===== src/rtl/alu_arbiter.sv =====
// Round-robin arbiter sharing one combinational ALU between NUM_REQ requesters.
// Optional per-requester grant counters on stat_grants when ALU_ARB_STATS_EN is defined.
module alu_arbiter #(
  parameter int NUM_REQ = 2,
  parameter int ID_W    = $clog2(NUM_REQ)
) (
  input  logic                   clk,
  input  logic                   rst_n,
  input  logic [NUM_REQ-1:0]     req_valid,
  output logic [NUM_REQ-1:0]     req_ready,
  input  logic [4*NUM_REQ-1:0]   req_op,
  input  logic [32*NUM_REQ-1:0]  req_a,
  input  logic [32*NUM_REQ-1:0]  req_b,
  output logic                   rsp_valid,
  input  logic                   rsp_ready,
  output logic [ID_W-1:0]        rsp_id,
  output logic [31:0]            rsp_result,
  output logic [3:0]             rsp_flags,
  output logic [3:0]             alu_op,
  output logic [31:0]            alu_operand1,
  output logic [31:0]            alu_operand2,
  input  logic [31:0]            alu_result,
  input  logic                   alu_zero,
  input  logic                   alu_negative,
  input  logic                   alu_overflow,
  input  logic                   alu_carry,
  output logic                   busy
`ifdef ALU_ARB_STATS_EN
  ,
  output logic [32*NUM_REQ-1:0]  stat_grants
`endif
);

  // state | meaning
  // IDLE  | waiting for a request; grants one requester combinationally
  // EXEC  | ALU evaluates held operands for one cycle
  // RESP  | response held on rsp_* until rsp_ready
  typedef enum logic [1:0] {
    IDLE = 2'd0,
    EXEC = 2'd1,
    RESP = 2'd2
  } state_t;

  state_t state, state_nxt;

  logic [ID_W-1:0] rr_last;
  logic [ID_W-1:0] winner;
  logic [ID_W:0]   cand;
  logic            found;
  logic            any_req;
  logic            accept;
  logic            capture;
  logic            release_rsp;
  logic [3:0]      sel_op;
  logic [31:0]     sel_a;
  logic [31:0]     sel_b;

  assign any_req = |req_valid;

  // Search from rr_last+1 upward with wrap; cand is one bit wider so the sum never overflows.
  always_comb begin
    winner = '0;
    found  = 1'b0;
    cand   = '0;
    for (int k = 1; k <= NUM_REQ; k++) begin
      cand = {1'b0, rr_last} + (ID_W+1)'(k);
      if (cand >= (ID_W+1)'(NUM_REQ)) begin
        cand = cand - (ID_W+1)'(NUM_REQ);
      end
      if (!found && req_valid[cand[ID_W-1:0]]) begin
        found  = 1'b1;
        winner = cand[ID_W-1:0];
      end
    end
  end

  // Constant-index mux so unknowns on losing slots cannot leak into the operand path.
  always_comb begin
    sel_op = '0;
    sel_a  = '0;
    sel_b  = '0;
    for (int i = 0; i < NUM_REQ; i++) begin
      if (winner == ID_W'(i)) begin
        sel_op = req_op[4*i +: 4];
        sel_a  = req_a[32*i +: 32];
        sel_b  = req_b[32*i +: 32];
      end
    end
  end

  always_ff @(posedge clk or negedge rst_n) begin
    if (!rst_n) begin
      state <= IDLE;
    end else begin
      state <= state_nxt;
    end
  end

  always_comb begin
    state_nxt   = state;
    accept      = 1'b0;
    capture     = 1'b0;
    release_rsp = 1'b0;
    busy        = 1'b1;
    case (state)
      IDLE: begin
        busy = 1'b0;
        if (any_req) begin
          accept    = 1'b1;
          state_nxt = EXEC;
        end
      end
      EXEC: begin
        capture   = 1'b1;
        state_nxt = RESP;
      end
      RESP: begin
        if (rsp_valid && rsp_ready) begin
          release_rsp = 1'b1;
          state_nxt   = IDLE;
        end
      end
      default: begin
        state_nxt = IDLE;
      end
    endcase
  end

  always_comb begin
    req_ready = '0;
    if (accept) begin
      req_ready[winner] = 1'b1;
    end
  end

  always_ff @(posedge clk or negedge rst_n) begin
    if (!rst_n) begin
      rr_last      <= ID_W'(NUM_REQ - 1);
      alu_op       <= '0;
      alu_operand1 <= '0;
      alu_operand2 <= '0;
      rsp_id       <= '0;
      rsp_valid    <= 1'b0;
      rsp_result   <= '0;
      rsp_flags    <= '0;
    end else begin
      if (accept) begin
        alu_op       <= sel_op;
        alu_operand1 <= sel_a;
        alu_operand2 <= sel_b;
        rsp_id       <= winner;
        rr_last      <= winner;
      end
      if (capture) begin
        rsp_result <= alu_result;
        rsp_flags  <= {alu_zero, alu_negative, alu_overflow, alu_carry};
        rsp_valid  <= 1'b1;
      end
      if (release_rsp) begin
        rsp_valid <= 1'b0;
      end
    end
  end

`ifdef ALU_ARB_STATS_EN
  logic [31:0] grant_cnt [NUM_REQ];

  always_ff @(posedge clk or negedge rst_n) begin
    if (!rst_n) begin
      for (int i = 0; i < NUM_REQ; i++) begin
        grant_cnt[i] <= '0;
      end
    end else begin
      for (int i = 0; i < NUM_REQ; i++) begin
        if (accept && (winner == ID_W'(i)) && (grant_cnt[i] != 32'hFFFF_FFFF)) begin
          grant_cnt[i] <= grant_cnt[i] + 32'd1;
        end
      end
    end
  end

  always_comb begin
    stat_grants = '0;
    for (int i = 0; i < NUM_REQ; i++) begin
      stat_grants[32*i +: 32] = grant_cnt[i];
    end
  end
`endif

endmodule


===== config.mk =====
export PLATFORM = sky130hd
export DESIGN_NAME = alu_arbiter
export DESIGN_NICKNAME = d
export VERILOG_FILES = /design/src/rtl/alu_arbiter.sv
export SDC_FILE = /design/constraint.sdc
export NUM_CORES = 1
export LEC_CHECK = 0
export ABC_CLOCK_PERIOD_IN_PS = 1900
export CORE_MARGIN = 1.5
export CORE_UTILIZATION = 37
export CTS_CLUSTER_SIZE = 20
export DETAILED_ROUTE_END_ITERATION = 6
export GPL_TIMING_DRIVEN = 0
export PLACE_DENSITY_LB_ADDON = 0.1
export SETUP_SLACK_MARGIN = 0.5
export SLEW_MARGIN = 20
export SYNTH_ARGS = -nofsm -noshare
export SYNTH_HDL_FRONTEND = slang
export SYNTH_SLANG_ARGS = --single-unit

===== constraint.sdc =====
create_clock -name clk -period 1.9 [get_ports clk]
set_clock_uncertainty 0.05 [all_clocks]
set_input_delay 0.38 -clock clk [delete_from_list [all_inputs] [get_ports clk]]
set_output_delay 0.38 -clock clk [all_outputs]
set_load 0.01 [all_outputs]

==> flow_summary.yaml, run 1 <==
floorplan:
  dieArea_mm2: 0.0128
  io-pin-count: 286
  fp.dieW_um: 113
  rows: 40
  initial_core_util_pct: 37.7
  die-height_um: 113
  placeableCoreArea_mm2: 0.0119
power_and_ir_drop:
  power_frac_seq_pct: 32.9
  clockPowerShare_pct: 15.1
  internal_power_mw: 8.32
  power_density_mw_per_mm2: 1510
  irDropWorstVdd_uv: 699
  power.share.combinational_pct: 52.1
  sw_frac_of_total_pct: 33.7
  power.switching_mw: 4.22
  p_leak_nw: 4.57
synth:
  yosys_register_bits: 109
  syn_area_mm2: 0.00450
  cells_after_synthesis: 332
  yosys.cell_types.count: 21
  mappedNetlistNets: 509
  synth_warnings: 0
  yosysSeqAreaShare_pct: 60.7
  synth_top_area_share_pct: 60.1
  syn_avg_cell_area_um2: 13.5
  yosysTopAreaCell: "sky130_fd_sc_hd__dfrtp_1"
  cell_types_occupying_the_most_area_after_synthesis: "sky130_fd_sc_hd__dfrtp_1, sky130_fd_sc_hd__a221o_1, sky130_fd_sc_hd__and3_1"
placement:
  post-place-cells: 765
  dpl.hpwl_um: 11200
  portBuffers: 285
  placedInstanceArea_mm2: 0.00763
  detailedPlace.worstSlack_ns: -0.826
  routabilityCongestion: 0.807
timing:
  maxClockFrequency_ghz: 0.531
  timing.slew.headroom_pct: 68.4
  final.period_utilization_pct: 99.1
  grt_setup_unrepaired: "true"
  timing.final.crit_period_ns: 1.88
  finalWorstSetupSlack_ns: 0.0172
  final-setup-viol-count: 0
  setup_total_negative_slack_ns: 0
  maxSlewViolCount: 0
  finalHoldViolations: 0
  worst_pin_slew_ns: 0.474
  finalHoldWorstSlack_ns: 0.438
worst_setup_path:
  worstPathArrival_ns: 1.45
  critical_path.startpoint: "rr_last$_DFFE_PN1N_"
  crit_fanout: 3
  worstSetupStartpointType: "flop"
  worstSetupEndpointType: "output pin"
  cp_data_required_time_ns: 1.47
  critical_path_class: "flop to output pin"
  r2r_start: "state[0]$_DFFE_PN0P_"
route:
  drt_first_pass_iters: 4
  dr_total_vias: 4204
  wire_per_inst_um: 19.2
  drt_wl_total_um: 15400
  violation_count_after_the_first_detailed_routing_iteration: 222
  drt.antenna.violating_nets: 0
  avg_vias_per_cell: 5.27
  drc_errors: 0
global_routing:
  grt_max_degree: 70
  first_pass_grt_wire_length_um: 23600
  first_global_vias: 4391
  antenna_found_initial: 1
  grt_use_total_pct: 23.7
  grt_overflow: 0
worst_hold_path:
  launch_instance_of_the_worst_min_delay_path: "rsp_id$_DFFE_PN0N_"
  timing.hold.worst.class: "flop to flop"
layout:
  final-instance-count-excl-fill: 798
  total_of_fill_cells_in_the_finished_design: 886
  area.growth.synth_to_final_pct: 84.4
  layout.cell_area.non_filler_mm2: 0.00829
  layout-drive-gt1-share_pct: 21.7
  final_net_count: 822
clock_tree:
  cts_max_level: 3
  clk_pin_slew_worst_paths_ns: 0.07
  latest_clock_arrival_within_the_worst_skew_pair_ns: 0.34
  tritoncts: "built"
  root_buffer: "sky130_fd_sc_hd__clkbuf_16"
  cts-buffers-inserted: 9
  cts.sinks: 109
  clockBufferDepth: 2
status:
  run_status: "finished clean"
flow_run:
  drv.max_cap_violation_count: 0
routing by layer:
metal	up-vias	track usage (%)	share of wire [%]
met5	-	0	0
met4	0	7.92	1.6
met3	17	6.75	8.7
met2	180	41.1	51
met1	2081	28.4	39
li1	1926	-	-
worst paths after layout:
check | to | slack, ns | depth (start not counted)
setup / recovery | req_ready[1] | 0.02 | 5
hold reg to reg | rsp_id$_DFFE_PN0N_ | 0.44 | 1
hold / removal | rsp_id$_DFFE_PN0N_ | 0.44 | 1
min in group asynchronous | alu_operand2[16]$_DFFE_PN0N_ | 0.46 | 2
max in group asynchronous | rsp_result[25]$_DFFE_PN0N_ | 0.67 | 3
setup reg to reg | alu_operand2[4]$_DFFE_PN0N_ | 0.19 | 6
cells by family after synthesis:
family / after synthesis / share of synthesized area [%]
AOI/OAI and AO/OA: 74 / 16.1
buffers and inverters: 36 / 3.65
DFF: 109 / 60.7
muxes: 36 / 9.02
and+or+nand+nor: 77 / 10.6
synth_stat cells:
master and instances:
sky130_fd_sc_hd__clkbuf_2 1, sky130_fd_sc_hd__a21o_1 2, sky130_fd_sc_hd__nand2b_1 2, sky130_fd_sc_hd__dfstp_2 1
sky130_fd_sc_hd__a21oi_1 1, sky130_fd_sc_hd__o21ai_1 1, sky130_fd_sc_hd__nor2_1 1, sky130_fd_sc_hd__nand3b_1 1
sky130_fd_sc_hd__mux2_2 36, sky130_fd_sc_hd__clkbuf_1 20, sky130_fd_sc_hd__buf_2 10, sky130_fd_sc_hd__a221o_1 68
sky130_fd_sc_hd__and2_1 1, sky130_fd_sc_hd__and3_1 69, sky130_fd_sc_hd__inv_1 3, sky130_fd_sc_hd__dfrtp_1 108
sky130_fd_sc_hd__nor2_2 1, sky130_fd_sc_hd__a21boi_2 1, sky130_fd_sc_hd__buf_6 2, sky130_fd_sc_hd__nand2_1 2
sky130_fd_sc_hd__o21ai_0 1
sequential cells by signal (all words and copies together), names as in the netlist:
name / cells
rsp_result: 32
rr_last: 1
state: 2
alu_operand2: 32
alu_operand1: 32
rsp_valid: 1
rsp_id: 1
alu_op: 4
rsp_flags: 4
stage by stage:
stage	utilization, %	total power, mW
finish	69.6	12.5
global route	69.6	13.3
CTS	66.8	12.5
detailed placement	64.1	10.5
global placement	63.8	10.4
floorplan	-	7.06
worst max-delay path, cell delays in order (launching register included):
cell	delay (ns)
sky130_fd_sc_hd__dfstp_2	0.56
sky130_fd_sc_hd__a21boi_4	0.06
sky130_fd_sc_hd__clkbuf_8	0.14
sky130_fd_sc_hd__buf_8	0.11
sky130_fd_sc_hd__and2_4	0.13
sky130_fd_sc_hd__buf_6	0.12
power by group through the flow:
stage	combinational (mW)	sequential (mW)	clock, mW
after floorplan	2.41	4.65	0
after global placement	6.25	4.13	0
after detailed placement	6.35	4.16	0
after CTS	6.43	4.12	1.94
after global routing	6.99	4.28	2.04
final	6.52	4.12	1.89
layout by cell type, fill, tap and decap left out, types with 15 or more instances in the layout:
master and n:
sky130_fd_sc_hd__mux2_2 15, sky130_fd_sc_hd__and3_1 68, sky130_fd_sc_hd__dlymetal6s2s_1 72, sky130_fd_sc_hd__buf_4 18
sky130_fd_sc_hd__mux2_4 21, sky130_fd_sc_hd__buf_2 36, sky130_fd_sc_hd__clkdlybuf4s50_1 174, sky130_fd_sc_hd__dfrtp_1 108
sky130_fd_sc_hd__a221o_1 68
final cells by class:
class / count / area [µm²] / share of cell area [%]
flip-flops and latches: 109 / 2730 / 32.9
plain buffers: 33 / 318 / 3.83
multi-input cells: 187 / 1710 / 20.7
well taps: 147 / 184 / 2.22
repair buffers: 302 / 3030 / 36.6
inverters: 3 / 11.3 / 0.136
diodes: 1 / 2.50 / 0.0302
clock inverters: 7 / 75.1 / 0.905
clock buffers: 9 / 225 / 2.72
what timing repair did:
action | 4_1_cts | 5_1_grt
pin swaps | 3 | 1
endpoints found under the setup margin | 209 | 178
hold buffers | 1 | 0
buffers inserted | 12 | 3
endpoints found under the hold margin | 39 | 0
resized for setup | 177 | 125
No activity file was read; power rests on OpenSTA's default activity.
==> run 2: changes to the inputs <==
- CAP_MARGIN: default -> 20
- CORE_AREA: default -> 2 2 111 113
- CORE_MARGIN: 1.5 -> default
- CORE_UTILIZATION: 37 -> default
- DIE_AREA: default -> 0 0 113 115
- DONT_BUFFER_PORTS: default -> 1
==> run 2 against run 1 <==
Highest routed layer unchanged; non-clock buffer count fell by 268; via count is 24% lower; design area fell by 30%; critical path type unchanged; sequential cell count unchanged; the flow now finishes with violations (DRC, hold timing).
==> flow_summary.yaml, run 2 (same netlist as run 1, synthesis figures left out) <==
global_routing:
  gr-usage-met3_pct: 6.69
  global_route_met1_utilization_pct: 22.7
  first_global_vias: 3254
  grt.met2_usage_pct: 33.0
  grt_overflow: 0
  first_pass_grt_wire_length_um: 18900
  grt_max_degree: 110
  antenna_found_initial: 0
  grt_use_total_pct: 19.1
  globalRoute.busiestLayer: "met2"
route:
  drt_wl_total_um: 13200
  violation_count_after_the_first_detailed_routing_iteration: 225
  drc_errors: 20
  drt_first_pass_iters: 7
  dr_total_vias: 3177
  drt.antenna.violating_nets: 0
  wire_per_inst_um: 24.9
  avg_vias_per_cell: 5.98
floorplan:
  dieArea_mm2: 0.0130
  initial_core_util_pct: 38.1
  die-height_um: 115
  fp.dieW_um: 113
  io-pin-count: 286
  placeableCoreArea_mm2: 0.0118
  rows: 40
timing:
  finalHoldWorstSlack_ns: -0.326
  final.period_utilization_pct: 95.4
  timing.final.crit_period_ns: 1.81
  finalWorstSetupSlack_ns: 0.0877
  final-setup-viol-count: 0
  grt_setup_unrepaired: "true"
  finalHoldViolations: 109
  worst_pin_slew_ns: 0.381
  setup_total_negative_slack_ns: 0
  timing.slew.headroom_pct: 74.6
  maxSlewViolCount: 0
  maxClockFrequency_ghz: 0.552
worst_hold_path:
  timing.hold.worst.class: "input pin to asynchronous set/reset pin"
layout:
  area.growth.synth_to_final_pct: 28.6
  final_net_count: 556
  layout.cell_area.non_filler_mm2: 0.00578
  layout-drive-gt1-share_pct: 33.9
  mostFrequentLayoutCells: "sky130_fd_sc_hd__dfrtp_1, sky130_fd_sc_hd__a221o_1, sky130_fd_sc_hd__and3_1, sky130_fd_sc_hd__mux2_2, sky130_fd_sc_hd__buf_6"
  final_common_cell: "sky130_fd_sc_hd__dfrtp_1"
  num_antenna_cells: 0
  total_of_fill_cells_in_the_finished_design: 1061
  leading_registers_by_flop_count: "alu_operand1 (32), alu_operand2 (32), rsp_result (32)"
clock_tree:
  clockBufferDepth: 2
  root_buffer: "sky130_fd_sc_hd__clkbuf_16"
  cts_max_level: 3
  clk_pin_slew_worst_paths_ns: 0.08
  cts.sinks: 109
  latest_clock_arrival_within_the_worst_skew_pair_ns: 0.34
  tritoncts: "built"
  cts-buffers-inserted: 9
worst_setup_path:
  worstPathArrival_ns: 1.38
  crit_fanout: 5
  critical_path_class: "flop to output pin"
  worstSetupStartpointType: "flop"
  worstSetupEndpointType: "output pin"
  cp_data_required_time_ns: 1.47
status:
  violations_in_the_final_reports: "DRC, hold timing"
  run_status: "finished, violations left"
power_and_ir_drop:
  irDropWorstVdd_uv: 588
  p_leak_nw: 2.79
  power_density_mw_per_mm2: 1950
placement:
  dpl.hpwl_um: 8860
  detailedPlace.worstSlack_ns: 0.0194
  routabilityCongestion: 0.770
  placedInstanceArea_mm2: 0.00475
  portBuffers: 0
flow_run:
  drv.max_cap_violation_count: 0
[run 2: worst paths after layout]
path / startpoint / endpoint / slack, ns / cells after the start
max in group asynchronous: rst_n / rr_last$_DFFE_PN1N_ / 1.89 / 0
worst min register to register: rr_last$_DFFE_PN1N_ / rr_last$_DFFE_PN1N_ / 0.51 / 1
worst min-delay path: rst_n / rsp_result[11]$_DFFE_PN0N_ / -0.33 / 0
min in group clk: req_b[12] / alu_operand2[12]$_DFFE_PN0N_ / 0.13 / 1
worst max register to register: rr_last$_DFFE_PN1N_ / alu_operand1[27]$_DFFE_PN0N_ / 0.20 / 6
worst max-delay path: rr_last$_DFFE_PN1N_ / req_ready[0] / 0.09 / 4
[run 2: stage by stage]
stage               utilization (%)  instances  power, mW
global route                   49.0        531       12.0
floorplan                         -        332       7.06
CTS                            46.7        519       10.8
global placement               40.2        479       7.91
detailed placement             40.2        479       7.98
finish                         49.0        531       11.3
[run 2: what timing repair did]
item / in CTS / in global routing
gates resized for setup: 58 / 54
endpoints found under the hold margin: 109 / 109
cloned: 7 / 6
pin swaps: 3 / 8
setup buffers: 17 / 6
endpoints found under the setup margin: 103 / 110
[run 2: routing by layer]
metal	vias up	part of all wire (%)
met3	6	9.3
met1	1581	38
met2	190	52
met4	0	0.73
met5	-	0
li1	1400	-
[run 2: where the power goes]
part / switching (mW) / internal, mW / leakage, nW / total [mW]
clock network: 0.847 / 1.03 / 0.143 / 1.88
registers: 1.45 / 3.50 / 1.32 / 4.95
logic: 1.71 / 2.74 / 1.33 / 4.45
total: 4.01 / 7.27 / 2.79 / 11.3
[run 2: worst max-delay path, stage by stage (launching register included)]
cell	delay, ns
sky130_fd_sc_hd__dfstp_2	0.56
sky130_fd_sc_hd__nand2b_1	0.10
sky130_fd_sc_hd__and3_4	0.17
sky130_fd_sc_hd__buf_8	0.10
sky130_fd_sc_hd__buf_8	0.11
[run 2: final cells by class]
cell class | instances | area (µm²) | area share (%)
Buffer | 33 | 360 | 6.23
Clock buffer | 10 | 229 | 3.96
Clock inverter | 6 | 68.8 | 1.19
Inverter | 3 | 11.3 | 0.195
Multi-Input combinational cell | 189 | 1740 | 30.0
Sequential cell | 109 | 2730 | 47.2
Tap cell | 147 | 184 | 3.18
Timing Repair Buffer | 34 | 462 | 7.99
